### config.mk
export PLATFORM = sky130hd
export DESIGN_NAME = jtbubl_snd_mailbox_flat
export DESIGN_NICKNAME = d
export VERILOG_FILES = /design/src/rtl/jtbubl_snd_mailbox_if.sv /design/src/rtl/jtbubl_snd_mailbox.sv /design/src/flat_wrapper.sv
export SDC_FILE = /design/constraint.sdc
export NUM_CORES = 1
export LEC_CHECK = 0
export BUFFER_PORTS_ARGS = -buffer_cell sky130_fd_sc_hd__buf_2
export CORE_MARGIN = 2
export CORE_UTILIZATION = 48
export DETAILED_ROUTE_END_ITERATION = 10
export PLACE_DENSITY = 0.77
export SYNTH_ARGS = -nofsm -noshare
export SYNTH_HDL_FRONTEND = slang
export SYNTH_SLANG_ARGS = --single-unit
export TNS_END_PERCENT = 100
### constraint.sdc
create_clock -name clk -period 1.9 [get_ports clk]
set_input_delay 0.19 -clock clk [delete_from_list [all_inputs] [get_ports clk]]
set_output_delay 0.19 -clock clk [all_outputs]
set_load 0.1 [all_outputs]
### src/rtl/jtbubl_snd_mailbox_if.sv
// jtbubl_snd_mailbox_if: main CPU and sound side signals of the command/reply mailbox
interface jtbubl_snd_mailbox_if;
    logic       cen;
    logic [7:0] main_dout;
    logic       main_snd_wr;
    logic       main_snd_rd;
    logic       main_rst_wr;
    logic [7:0] reply_dout;
    logic       reply_pend;
    logic [7:0] snd_reply;
    logic       snd_reply_stb;
    logic       snd_latch_rd;
    logic       snd_nmi_en;
    logic [7:0] snd_latch;
    logic       snd_pend;
    logic       snd_nmi_n;
    logic       snd_rstn;

    // Driver side: the CPUs and the clock-enable source
    modport master (
        output cen, main_dout, main_snd_wr, main_snd_rd, main_rst_wr,
        output snd_reply, snd_reply_stb, snd_latch_rd, snd_nmi_en,
        input  reply_dout, reply_pend, snd_latch, snd_pend, snd_nmi_n, snd_rstn
    );

    // Mailbox side
    modport slave (
        input  cen, main_dout, main_snd_wr, main_snd_rd, main_rst_wr,
        input  snd_reply, snd_reply_stb, snd_latch_rd, snd_nmi_en,
        output reply_dout, reply_pend, snd_latch, snd_pend, snd_nmi_n, snd_rstn
    );
endinterface

### src/rtl/jtbubl_snd_mailbox.sv
// jtbubl_snd_mailbox: main/sound CPU command and reply latches with NMI pulse and sound reset control
module jtbubl_snd_mailbox #(
    parameter int unsigned NMI_LEN = 4
) (
    input logic                  clk,
    input logic                  rst,
    jtbubl_snd_mailbox_if.slave  bus
);
    localparam logic [7:0] LEN = 8'(NMI_LEN);

    typedef enum logic {IDLE, ACTIVE} nmi_state_t;

    logic [4:0] cur, prev, rise;
    logic       wr_e, rd_e, rst_wr_e, latch_rd_e, en_rise;
    logic [7:0] snd_latch, reply_dout, cnt, cnt_nxt;
    logic       snd_pend, reply_pend, hold, snd_rstn, nmi_n, trig;
    nmi_state_t state, state_nxt;

    // snd_nmi_en also needs a history bit so its rising edge can release a deferred NMI
    assign cur        = {bus.snd_nmi_en, bus.snd_latch_rd, bus.main_rst_wr, bus.main_snd_rd, bus.main_snd_wr};
    assign rise       = cur & ~prev;
    assign wr_e       = rise[0];
    assign rd_e       = rise[1];
    assign rst_wr_e   = rise[2];
    assign latch_rd_e = rise[3];
    assign en_rise    = rise[4];
    assign trig       = (wr_e & bus.snd_nmi_en) | (en_rise & snd_pend);

    // Strobe history; cleared on reset so a level already high produces an event afterwards
    always_ff @(posedge clk) begin
        if (rst) prev <= '0;
        else     prev <= cur;
    end

    // Command latch: a write edge beats a simultaneous read edge
    always_ff @(posedge clk) begin
        if (rst) begin
            snd_latch <= '0;
            snd_pend  <= 1'b0;
        end else if (wr_e) begin
            snd_latch <= bus.main_dout;
            snd_pend  <= 1'b1;
        end else if (latch_rd_e) begin
            snd_pend  <= 1'b0;
        end
    end

    // Reply latch: the sound strobe beats a simultaneous main read edge
    always_ff @(posedge clk) begin
        if (rst) begin
            reply_dout <= '0;
            reply_pend <= 1'b0;
        end else if (bus.snd_reply_stb) begin
            reply_dout <= bus.snd_reply;
            reply_pend <= 1'b1;
        end else if (rd_e) begin
            reply_pend <= 1'b0;
        end
    end

    // Sound reset hold bit, with the output line kept low throughout rst
    always_ff @(posedge clk) begin
        if (rst) begin
            hold     <= 1'b0;
            snd_rstn <= 1'b0;
        end else if (rst_wr_e) begin
            hold     <= bus.main_dout[0];
            snd_rstn <= ~bus.main_dout[0];
        end else begin
            snd_rstn <= ~hold;
        end
    end

    // NMI next state: hold forces idle, active pulses are not retriggered
    always_comb begin
        state_nxt = state;
        cnt_nxt   = cnt;
        if (hold) begin
            state_nxt = IDLE;
            cnt_nxt   = '0;
        end else if (state == IDLE) begin
            if (trig) begin
                state_nxt = ACTIVE;
                cnt_nxt   = LEN;
            end
        end else if (bus.cen) begin
            cnt_nxt = cnt - 8'd1;
            if (cnt == 8'd1) state_nxt = IDLE;
        end
    end

    // NMI state register; the output is registered from the next state
    always_ff @(posedge clk) begin
        if (rst) begin
            state <= IDLE;
            cnt   <= '0;
            nmi_n <= 1'b1;
        end else begin
            state <= state_nxt;
            cnt   <= cnt_nxt;
            nmi_n <= state_nxt != ACTIVE;
        end
    end

    assign bus.snd_latch  = snd_latch;
    assign bus.snd_pend   = snd_pend;
    assign bus.reply_dout = reply_dout;
    assign bus.reply_pend = reply_pend;
    assign bus.snd_nmi_n  = nmi_n;
    assign bus.snd_rstn   = snd_rstn;
endmodule

### src/flat_wrapper.sv
// flat-port wrapper written by rule: the top's interface ports become plain ports
module jtbubl_snd_mailbox_flat 
#(
    parameter int unsigned NMI_LEN = 4
)
  (clk, rst, bus_cen, bus_main_dout, bus_main_snd_wr, bus_main_snd_rd, bus_main_rst_wr, bus_snd_reply, bus_snd_reply_stb, bus_snd_latch_rd, bus_snd_nmi_en, bus_reply_dout, bus_reply_pend, bus_snd_latch, bus_snd_pend, bus_snd_nmi_n, bus_snd_rstn);
  jtbubl_snd_mailbox_if bus_i ();
  input logic clk;
  input logic rst;
  input wire logic [$bits(bus_i.cen)-1:0] bus_cen;
  input wire logic [$bits(bus_i.main_dout)-1:0] bus_main_dout;
  input wire logic [$bits(bus_i.main_snd_wr)-1:0] bus_main_snd_wr;
  input wire logic [$bits(bus_i.main_snd_rd)-1:0] bus_main_snd_rd;
  input wire logic [$bits(bus_i.main_rst_wr)-1:0] bus_main_rst_wr;
  input wire logic [$bits(bus_i.snd_reply)-1:0] bus_snd_reply;
  input wire logic [$bits(bus_i.snd_reply_stb)-1:0] bus_snd_reply_stb;
  input wire logic [$bits(bus_i.snd_latch_rd)-1:0] bus_snd_latch_rd;
  input wire logic [$bits(bus_i.snd_nmi_en)-1:0] bus_snd_nmi_en;
  output wire logic [$bits(bus_i.reply_dout)-1:0] bus_reply_dout;
  output wire logic [$bits(bus_i.reply_pend)-1:0] bus_reply_pend;
  output wire logic [$bits(bus_i.snd_latch)-1:0] bus_snd_latch;
  output wire logic [$bits(bus_i.snd_pend)-1:0] bus_snd_pend;
  output wire logic [$bits(bus_i.snd_nmi_n)-1:0] bus_snd_nmi_n;
  output wire logic [$bits(bus_i.snd_rstn)-1:0] bus_snd_rstn;
  assign bus_i.cen = bus_cen;
  assign bus_i.main_dout = bus_main_dout;
  assign bus_i.main_snd_wr = bus_main_snd_wr;
  assign bus_i.main_snd_rd = bus_main_snd_rd;
  assign bus_i.main_rst_wr = bus_main_rst_wr;
  assign bus_i.snd_reply = bus_snd_reply;
  assign bus_i.snd_reply_stb = bus_snd_reply_stb;
  assign bus_i.snd_latch_rd = bus_snd_latch_rd;
  assign bus_i.snd_nmi_en = bus_snd_nmi_en;
  assign bus_reply_dout = bus_i.reply_dout;
  assign bus_reply_pend = bus_i.reply_pend;
  assign bus_snd_latch = bus_i.snd_latch;
  assign bus_snd_pend = bus_i.snd_pend;
  assign bus_snd_nmi_n = bus_i.snd_nmi_n;
  assign bus_snd_rstn = bus_i.snd_rstn;
  jtbubl_snd_mailbox #(.NMI_LEN(NMI_LEN)) u_core (.clk(clk), .rst(rst), .bus(bus_i));
endmodule
==> summary.md <==
| Metric | Value |
|---|---|
| Share of post-route cells with drive strength above 1 | 0.307 |
| Post-synthesis average cell area | approximately 9.3 um2 |
| Hold Buf Count CTS | 0 |
| RSZ-0062 raised after global routing | false |
| CP required | 2.14 ns |
| Endpoint type of the worst setup path | register |
| Post-synth top cells | dfxtp_1 (35), nor2_1 (18), nand2_1 (16) |
| Min-delay src | bus_main_rst_wr |
| CP arrival | 1.62 ns |
| Vias in the first global route | approximately 1000 |
| Worst r2r path cells | 4 |
| Number of flops mapped to enable cells by yosys | 0 |
| Ant diodes | 0 |
| Final Core Density | 0.643 |
| Top Usage Layer GRT | met2 |
| Reg-to-Reg End | u_core.cnt[7] |
| Sink Count | 35 |
| Worst R2R Start | u_core.cnt[2] |
| Antenna violations before repair | 0 |
| Routed len/inst | roughly 12 um |
| Leakage | roughly 0.75 nW |
| Top-count cell post-synth | dfxtp_1 |
| Resized cells post-CTS | 0 |
| Clock buffer depth | 2 |
| Final Max Slew Viols | 0 |
| Syn Std Cell Area | around 1300 um2 |
| Clock-pin slew on the worst setup and hold paths | about 0.10 ns |
| Period utilisation layout | 0.730 |
| Mapped Cells | roughly 140 |
| Hold Fails Final Rpt | 0 |
| Min cycle time layout | roughly 1.4 ns |
| Top cells by area, synth | dfxtp_1 (53%), mux2i_1 (6.8%), nor2_1 (5.1%) |
| R2r setup slk | 0.51 ns |
| Sequential element share of the synthesized area | 0.532 |
| DRT iter0 DRCs | 23 |
| Port Buf Inserts | 44 |
| Peak supply drop | roughly 0.00072 V |
| First-pass GRT wire length | about 4200 um |
| Syn Nets | about 170 |
| F_max | between 0.7 and 0.8 GHz |
| Global-route met2 utilization | 0.308 |
| Actual slew at the worst max-slew pin | ~0.49 ns |
| Share of flip-flops with an asynchronous set or reset | 0 |
| Hold EP | u_core.prev[2] |
| GR Layer Usage met1 | 0.181 |
| Top cell type's share of synthesized area | 0.532 |
| Initial Util | 0.518 |
| Die area | 3180 um2 |
| Total CTS buffers | 5 |
| Area leader, netlist | dfxtp_1 |
| Flops & latches, synth | 35 |
| Post-DP HPWL | about 2000 um |
| Worst slew margin | 0.673 |
| Nets | 215 |
| Worst skew pair latency | between 0.3 and 0.4 ns |
| CP max FO | 5 |
| Hold Path Depth | 2 |
| Synth Flop Type | dfxtp_1 |
| Largest net degree at the start of global routing | 26 |
| GR Layer Usage met3 | 0.0507 |
| Routed vias | between 1000 and 1500 |
| Final setup vio count | 0 |
| Die H | roughly 56 um |
| Hold crit path type | input port to register |
| CTS H-tree depth | 2 |
| Synth Warn # | 0 |
| WS Path Type | register to register |
| Clk_skew | around 0.0082 ns |
| Antenna Nets Post-Route | 0 |
| Count of cell types in the netlist | 26 |
| Total gr overflow | 0 |
| First-pass detailed-route iteration total | 3 |
| Placer Congestion | about 0.75 |
| DRC Markers | 0 |
| CTS Root Cell | clkbuf_4 |
| Core area | between 2000 and 3000 um2 |
| Status | completed |
| Setup TNS | 0 ns |
| Total GRT Usage | 0.176 |
| CTS tree | done |
| Postcts setup bufs | 0 |
| Drt via density | ~4.9 |
| Chip width | 56.4 um |
| Detailed Route WL | about 2600 um |
| Number of max-cap violations | 0 |
| I/O pins | 45 |
| Setup crit start | u_core.cnt[2] |
| Area added between synthesis and finish | 24.1% |
| CP Launch Type | register |
| Placement Rows | 18 |
| Cell Pwr Density | a little under 1000 nW/um2 |
-- routing by layer --
metal	vias up	wire length [um]	share of wire
li1	555	-	-
met1	489	1060	0.41
met2	29	1340	0.52
met3	7	134	0.051
met4	0	64	0.025
met5	-	0	0
-- worst max-delay path, stage by stage (launching register included) --
cell,delay [ns]
dfxtp_1,0.36
or4_4,0.56
nor4_4,0.16
xnor2_1,0.16
nor2_2,0.04
-- sequential cells by signal (all words and copies together), names as in the netlist --
register	count
u_core.bus.reply_dout	8
u_core.bus.reply_pend	1
u_core.bus.snd_latch	8
u_core.bus.snd_nmi_n	1
u_core.bus.snd_pend	1
u_core.bus.snd_rstn	1
u_core.cnt	8
u_core.hold	1
u_core.prev	5
u_core.state	1
-- cell usage in the layout, fill, tap and decap left out, types with 2 or more instances in the layout --
cell	netlist	final
buf_2	1	44
dfxtp_1	35	35
nor2_1	18	18
nand2_1	16	16
a21oi_1	12	12
nor2b_1	10	10
mux2i_1	9	9
xnor2_1	5	5
clkbuf_4	0	5
nand2b_1	4	4
nor3_1	4	4
inv_1	3	3
nand3_1	3	3
o21ai_1	2	2
or3_1	2	2
ha_1	2	2
clkbuf_8	0	2
buf_4	0	2
-- metrics by stage --
| step | area, um2 | power, W | setup slack [ns] | cells | hold slack, ns |
|---|---|---|---|---|---|
| final | 1640 | 0.00162 | 0.513 | 219 | 0.0861 |
| after CTS | 1640 | 0.00164 | 0.499 | 219 | 0.0773 |
| after global routing | 1640 | 0.00168 | 0.442 | 219 | 0.0706 |
| after global placement | 1570 | 0.00118 | 0.559 | 211 | 0.418 |
| after detailed placement | 1570 | 0.00119 | 0.514 | 211 | 0.426 |
| after floorplan | 1320 | 0.00111 | 0.119 | 141 | 0.262 |
-- worst max path at each step --
stage | end | slack (ns) | cells after the start
after floorplan | u_core.bus.snd_nmi_n | 0.12 | 4
after global placement | u_core.cnt[7] | 0.56 | 4
after detailed placement | u_core.cnt[7] | 0.51 | 4
after CTS | u_core.cnt[7] | 0.50 | 4
after global routing | u_core.bus.snd_nmi_n | 0.44 | 3
final | u_core.cnt[7] | 0.51 | 4
-- kinds of logic after synthesis --
family,after synthesis,synth area share
simple gates,64,0.253
flops,35,0.532
compound gates,16,0.0617
buf+inv,9,0.0266
mux,9,0.0684
xor+xnor,6,0.0399
fa+ha+maj,2,0.0190
-- power by group --
group	leakage (nW)	switching (W)	internal, W	total, W
Sequential	0.288	0.0000251	0.000776	0.000801
Combinational	0.422	0.000276	0.0000907	0.000367
Clock	0.0386	0.000236	0.000218	0.000453
-- layout make-up --
type	instances	area, um2
clock buffer	8	68.8
fill	239	910
inverter	3	11.3
multi-input combinational	97	582
sequential	35	701
tap	30	37.5
timing repair buffer	46	235
Note: power is estimated with default switching activity, not from simulation.
